===== src/rtl/homomorphic_multiply_stream.sv =====
// homomorphic_multiply_stream
// Streaming modular convolution of two ciphertexts of DIMENSION+1 entries.
// Operands are loaded over a valid/ready input (A entries, then B entries).
// Each B beat is folded into the accumulators as it arrives. The
// 2*DIMENSION+1 result entries are then drained over a valid/ready output.
// Optional feature macro: HM_RESCALE_EN. When defined, each output entry is
// round(t*x/q). When undefined, the raw entry mod q is output.
module homomorphic_multiply_stream #(
  parameter int PLAINTEXT_MODULUS  = 8,
  parameter int PLAINTEXT_WIDTH    = 3,
  parameter int CIPHERTEXT_MODULUS = 64,
  parameter int CIPHERTEXT_WIDTH   = 6,
  parameter int DIMENSION          = 1
) (
  input  logic                                clk,
  input  logic                                rst_n,
  input  logic                                clear,
  input  logic                                in_valid,
  output logic                                in_ready,
  input  logic [CIPHERTEXT_WIDTH-1:0]         in_entry,
  output logic                                out_valid,
  input  logic                                out_ready,
  output logic [CIPHERTEXT_WIDTH-1:0]         out_entry,
  output logic [$clog2(2*DIMENSION+1)-1:0]    out_index,
  output logic                                out_last,
  output logic                                busy
);

  localparam int CW = CIPHERTEXT_WIDTH;
  localparam int PW = PLAINTEXT_WIDTH;
  localparam int NA = DIMENSION + 1;
  localparam int NR = 2 * DIMENSION + 1;
  localparam int IW = $clog2(NR);

  localparam logic [1:0] LOAD_A = 2'd0;
  localparam logic [1:0] LOAD_B = 2'd1;
  localparam logic [1:0] DRAIN  = 2'd2;

  // Truncating arithmetic is only exact mod q for power-of-two moduli.
  if (PLAINTEXT_MODULUS != (1 << PLAINTEXT_WIDTH) ||
      CIPHERTEXT_MODULUS != (1 << CIPHERTEXT_WIDTH)) begin : g_bad_moduli
    $error("homomorphic_multiply_stream: moduli must be 2**WIDTH");
  end

  logic [1:0]    state;
  logic [IW-1:0] cnt;
  logic [CW-1:0] a_q    [NA];
  logic [CW-1:0] acc_q  [NR];
  logic [CW-1:0] acc_nx [NR];
  logic [CW-1:0] acc_sel;
  logic [CW-1:0] entry_f;
  logic          in_fire;
  logic          out_fire;
  logic          last_ab;
  logic          last_k;
  logic          wipe;

  // Handshake and status decode
  always_comb begin
    in_ready  = (state == LOAD_A) || (state == LOAD_B);
    out_valid = (state == DRAIN);
    in_fire   = in_valid & in_ready;
    out_fire  = out_valid & out_ready;
    last_ab   = (cnt == IW'(DIMENSION));
    last_k    = (cnt == IW'(NR - 1));
    busy      = !((state == LOAD_A) && (cnt == '0));
    wipe      = clear || (out_fire && last_k);
  end

  // Next accumulator values for a B beat with index cnt: acc[i+cnt] += A[i]*b
  always_comb begin
    for (int unsigned k = 0; k < NR; k++) begin
      acc_nx[k] = acc_q[k];
      for (int unsigned i = 0; i < NA; i++) begin
        if (k >= i && (k - i) <= DIMENSION && cnt == IW'(k - i)) begin
          acc_nx[k] = acc_nx[k] + a_q[i] * in_entry;
        end
      end
    end
  end

  // Select the accumulator addressed by the drain index
  always_comb begin
    acc_sel = '0;
    for (int unsigned k = 0; k < NR; k++) begin
      if (cnt == IW'(k)) acc_sel = acc_q[k];
    end
  end

`ifdef HM_RESCALE_EN
  logic [CW+PW:0] scaled;

  // BFV rescale: round(t*x/q) computed at CW+PW+1 bits
  always_comb begin
    scaled  = ({{(PW+1){1'b0}}, acc_sel} * (CW+PW+1)'(PLAINTEXT_MODULUS))
            + (CW+PW+1)'(CIPHERTEXT_MODULUS / 2);
    entry_f = CW'(scaled >> CW);
  end
`else
  // Raw tensor entry mod q
  always_comb begin
    entry_f = acc_sel;
  end
`endif

  // Output port drive, held at zero outside DRAIN
  always_comb begin
    out_entry = out_valid ? entry_f : '0;
    out_index = out_valid ? cnt : '0;
    out_last  = out_valid & last_k;
  end

  // Load/accumulate/drain sequencing; clear and the final drain beat both wipe state
  always_ff @(posedge clk or negedge rst_n) begin
    if (!rst_n) begin
      state <= LOAD_A;
      cnt   <= '0;
      for (int unsigned i = 0; i < NA; i++) a_q[i] <= '0;
      for (int unsigned k = 0; k < NR; k++) acc_q[k] <= '0;
    end else if (wipe) begin
      state <= LOAD_A;
      cnt   <= '0;
      for (int unsigned i = 0; i < NA; i++) a_q[i] <= '0;
      for (int unsigned k = 0; k < NR; k++) acc_q[k] <= '0;
    end else begin
      case (state)
        LOAD_A: begin
          if (in_fire) begin
            for (int unsigned i = 0; i < NA; i++) begin
              if (cnt == IW'(i)) a_q[i] <= in_entry;
            end
            if (last_ab) begin
              cnt   <= '0;
              state <= LOAD_B;
            end else begin
              cnt <= cnt + IW'(1);
            end
          end
        end
        LOAD_B: begin
          if (in_fire) begin
            for (int unsigned k = 0; k < NR; k++) acc_q[k] <= acc_nx[k];
            if (last_ab) begin
              cnt   <= '0;
              state <= DRAIN;
            end else begin
              cnt <= cnt + IW'(1);
            end
          end
        end
        DRAIN: begin
          if (out_fire) cnt <= cnt + IW'(1);
        end
        default: begin
          state <= LOAD_A;
          cnt   <= '0;
        end
      endcase
    end
  end

endmodule


===== config.mk =====
export PLATFORM = sky130hd
export DESIGN_NAME = homomorphic_multiply_stream
export DESIGN_NICKNAME = d
export VERILOG_FILES = /design/src/rtl/homomorphic_multiply_stream.sv
export SDC_FILE = /design/constraint.sdc
export NUM_CORES = 1
export LEC_CHECK = 0
export CAP_MARGIN = 20
export CORE_MARGIN = 4
export CORE_UTILIZATION = 50
export DETAILED_ROUTE_END_ITERATION = 10
export HOLD_SLACK_MARGIN = 0.06
export PLACE_DENSITY_LB_ADDON = 0.3
export SLEW_MARGIN = 25
export SYNTH_ARGS = -nofsm -noshare
export SYNTH_HDL_FRONTEND = slang
export SYNTH_SLANG_ARGS = --single-unit

===== constraint.sdc =====
create_clock -name clk -period 4.3 [get_ports clk]
set_clock_uncertainty 0.05 [all_clocks]
set_input_delay 0.645 -clock clk [delete_from_list [all_inputs] [get_ports clk]]
set_output_delay 0.645 -clock clk [all_outputs]
set_load 0.05 [all_outputs]

==> impl.org <==
** Power and ir drop
- The share of total power dissipated in combinational logic is 52.1%.
- In this run the static leakage power is roughly 0.0019 µW.
- The design draws 1290 µW.
- Reg power frac :: ~28%
- The worst-case IR drop observed on VDD is 0.000180 V.
- Of the total power, the share spent switching nets is 37.6%.
- Switch Pwr :: 485 µW
- Clock network power share :: between 10% and 20%
- Power density cells :: 327 nW/µm²
- Internal power comes to 807 µW.

** STA
- Final critical delay including setup and external delays :: 4250 ps
- In this run the tightest slew margin relative to its limit is 34.4%.
- Fmax :: between 200 and 250 MHz
- Period utilization :: a little under 100%
- Post-route worst setup slack :: 47.1 ps
- Unrepaired setup endpoints after global routing :: true
- Fin. max-slew vios :: 0
- The final number of hold-violating endpoints was 0.
- Pin slew with the least headroom to its limit :: 980 ps
- Setup violation total in the final timing report :: 0

** Floorplanning
- Standard-cell rows :: 29
- From left edge to right edge, the die measures 88.5 µm.
- The floorplan step defined a die boundary enclosing 7830 µm².
- Once the floorplan was initialized, standard cells occupied between 50 and 60% of the core.
- From bottom edge to top edge, the die measures just under 90 µm.
- CORE AREA :: 6310 µm²
- 23 I/O pins were placed.

** Route
- Dividing the detail-routed wire length by the instance count gives 15.6 µm.
- Dividing the detail-routed via count by the number of cells gives around 5.5.
- The first detailed-routing pass took 4 iterations.
- DRC :: 0
- The count of nets left with antenna violations once routing finished came out at 0.
- Wire length reported by the detailed router :: 7910 µm
- Violation count after the first detailed-route iteration :: about 180
- Routed via count :: 2797

** Hold path
- The path class of the tightest hold or removal check is flip-flop to flip-flop.

** GRT
- All-layer global routing usage :: 21.6%
- The total overflow left after global routing is 0.
- First-pass GRT wire length :: between 10000 and 15000 µm
- Maximum number of pins on one net before global-route repair :: 35
- The via count of the first global-routing pass came to 2676.
- Antenna violations before repair :: 0

** CTS
- Max Buffers Root-to-Sink :: 2
- Buffers inserted to repair hold after CTS numbered 0.
- CTS tree :: built
- Clock-pin slew of the registers on the worst-case setup and hold paths :: 80 ps
- The clock reaches the later pin of the worst-skew pair after around 290 ps.
- CTS saw 34 sinks.
- Number of H-tree levels :: 2
- Clock buffers created by TritonCTS :: 5
- The root buffer cell chosen for the clock tree is clkbuf_8.

** Critical path
- Arrival time of data at the critical path endpoint :: 4350 ps
- The worst setup path is launched from an input pin.
- Worst Path Required :: 4400 ps
- Kind of critical path :: input pin to flip-flop
- The worst setup path is captured at a flip-flop.
- Along the worst path, the maximum fanout reaches 4.

** Yosys
- Each instance of the synthesized netlist takes up on average 8.37 µm².
- Primary flip-flop cell chosen by synthesis mapping :: dfrtp_1
- Instance count of the mapped netlist :: around 390
- The netlist uses 35 different library cells.
- The synthesized netlist occupies a cell area of 3240 µm².
- FF+latch count, synth :: 34
- Number of warnings issued by yosys :: 0
- The number of nets in the synthesized netlist is between 400 and 500.
- Of all flip-flops after synthesis, the portion carrying an async set or reset was 100%.
- Of the synthesized area, sequential elements account for 26.3%.
- Post-synth EDFFs :: 0

** Place
- Final HPWL DP :: approximately 6000 µm
- Count of input and output buffers :: 22
- Placer Congestion :: roughly 0.86
- Placed insts :: roughly 500
- Area after DPL :: 3730 µm²
- Pre-CTS setup slack :: -850 ps

** Final layout
- The repair_antennas step left the layout with diodes totalling 0.
- In the final layout, the share of cells above drive strength 1 is 16.2%.
- The finished cells cover 3960 µm².
- Relative to the synthesized area, the layout overhead comes to 22.1%.
- The filler cells instantiated in the layout total 534.
- Number of non-filler instances in the completed layout :: 508
- Final nets :: slightly below 500

** Status
- The flow ran to the end, and the final reports show no timing, DRC or antenna violations.

** Flow run
- Max_cap viols :: 0
## worst max-delay path: stages
cell and delay [ps]:
buf_4 110, nand2_2 60, fa_1 550, inv_1 70
ha_4 160, fa_1 510, fa_2 580, ha_4 210
xnor2_2 120, mux2_4 280, ha_4 290, a21oi_4 50
xnor2_2 150, o211a_1 230, o21ai_2 120, xor2_1 160
nor2_1 50
## power by group through the flow
stage | sequential, µW | combinational (µW) | clock, µW
2_1_floorplan | 363 | 403 | 0
4_1_cts | 364 | 655 | 261
6_report | 364 | 673 | 255
3_5_place_dp | 369 | 602 | 0
3_3_place_gp | 368 | 580 | 0
5_1_grt | 368 | 739 | 271
## cells in the mapped netlist (all sizes together), types with 9 or more instances
cell type / n / share of area, %
o21ai: 21 / 3.2
ha: 37 / 14
a21oi: 39 / 6.0
inv: 26 / 3.0
nor2: 45 / 5.2
nand2: 55 / 6.4
a21o: 9 / 2.1
fa: 14 / 8.6
dfrtp: 34 / 26
clkbuf: 14 / 1.6
xnor2: 24 / 6.9
xor2: 10 / 2.7
and2: 22 / 4.2
## cell usage in the layout (no fill, tap or decap), types with 3 or more instances in the layout
| cell | Yosys | layout |
|---|---|---|
| buf_4 | 1 | 32 |
| nand2_2 | 1 | 5 |
| nand2_1 | 54 | 49 |
| clkdlybuf4s50_1 | 0 | 17 |
| o21ai_0 | 14 | 14 |
| inv_1 | 25 | 24 |
| fa_1 | 14 | 13 |
| ha_4 | 0 | 6 |
| ha_1 | 37 | 30 |
| dfrtp_1 | 34 | 34 |
| a21o_1 | 9 | 9 |
| clkbuf_8 | 0 | 6 |
| a211oi_1 | 5 | 4 |
| and2_1 | 22 | 21 |
| nor2_1 | 45 | 45 |
| xnor2_2 | 2 | 4 |
| xor2_1 | 10 | 10 |
| mux2_2 | 4 | 3 |
| nand2b_1 | 5 | 5 |
| o21ai_1 | 7 | 6 |
| xnor2_1 | 22 | 20 |
| a21oi_1 | 39 | 38 |
## path summary, 6_finish.rpt
kind	startpoint	depth (start not counted)	endpoint	slack, ps
max	in_entry[2]	17	acc_q[11]	50
min reg2reg	a_q[11]	2	a_q[11]	440
min in group asynchronous	rst_n	2	acc_q[1]	720
min	a_q[11]	2	a_q[11]	440
max in group asynchronous	rst_n	2	state[1]	3140
max reg2reg	a_q[10]	16	acc_q[11]	90
## what timing repair did
item | 4_1_cts | 5_1_grt
pin swaps | 13 | 6
setup endpoints to repair | 4 | 2
gates resized for setup | 32 | 6
buffers inserted | 2 | 0
## state kept, by name, indices dropped and copies added (netlist names)
| register | count |
|---|---|
| acc_q | 18 |
| a_q | 12 |
| cnt | 2 |
| state | 2 |
## per-stage QoR
stage          setup TNS [ps]  hold WS (ps)  utilization [%]
4_1_cts                 -16.4           447             62.0
2_1_floorplan            -157           299                -
3_3_place_gp            -2530           421             59.1
5_1_grt                 -92.8           483             62.7
3_5_place_dp            -3010           429             59.1
6_report                    0           441             62.7
## layout make-up
cell class                 instances  area, µm²  share of cell area [%]
clock buffer                       7       86.3                    2.18
inverter                          26       97.6                    2.47
sequential                        34        851                    21.5
multi-input combinational        310       2370                    59.8
clock inverter                     1       5.00                   0.127
timing repair buffer              53        454                    11.5
tap                               77       96.3                    2.44
## cell families (layout without fill, tap and decap cells)
kind of cell	Yosys count	after routing	synth area share (%)
compound gates	84	84	14.9
xor+xnor	36	36	11.0
fa+ha+maj	51	51	22.9
buf+inv	43	87	5.13
flops	34	34	26.3
mux	5	5	1.70
simple gates	134	134	18.1
## per-layer routing
metal  global-route usage (%)  up-vias  part of all wire (%)
met2                     35.1       68                    48
met3                     3.72       11                   4.0
li1                         -     1366                     -
met4                     6.32        0                   1.8
met5                        0        -                     0
met1                     29.7     1352                    46
Power figures use the tool's default switching activity.
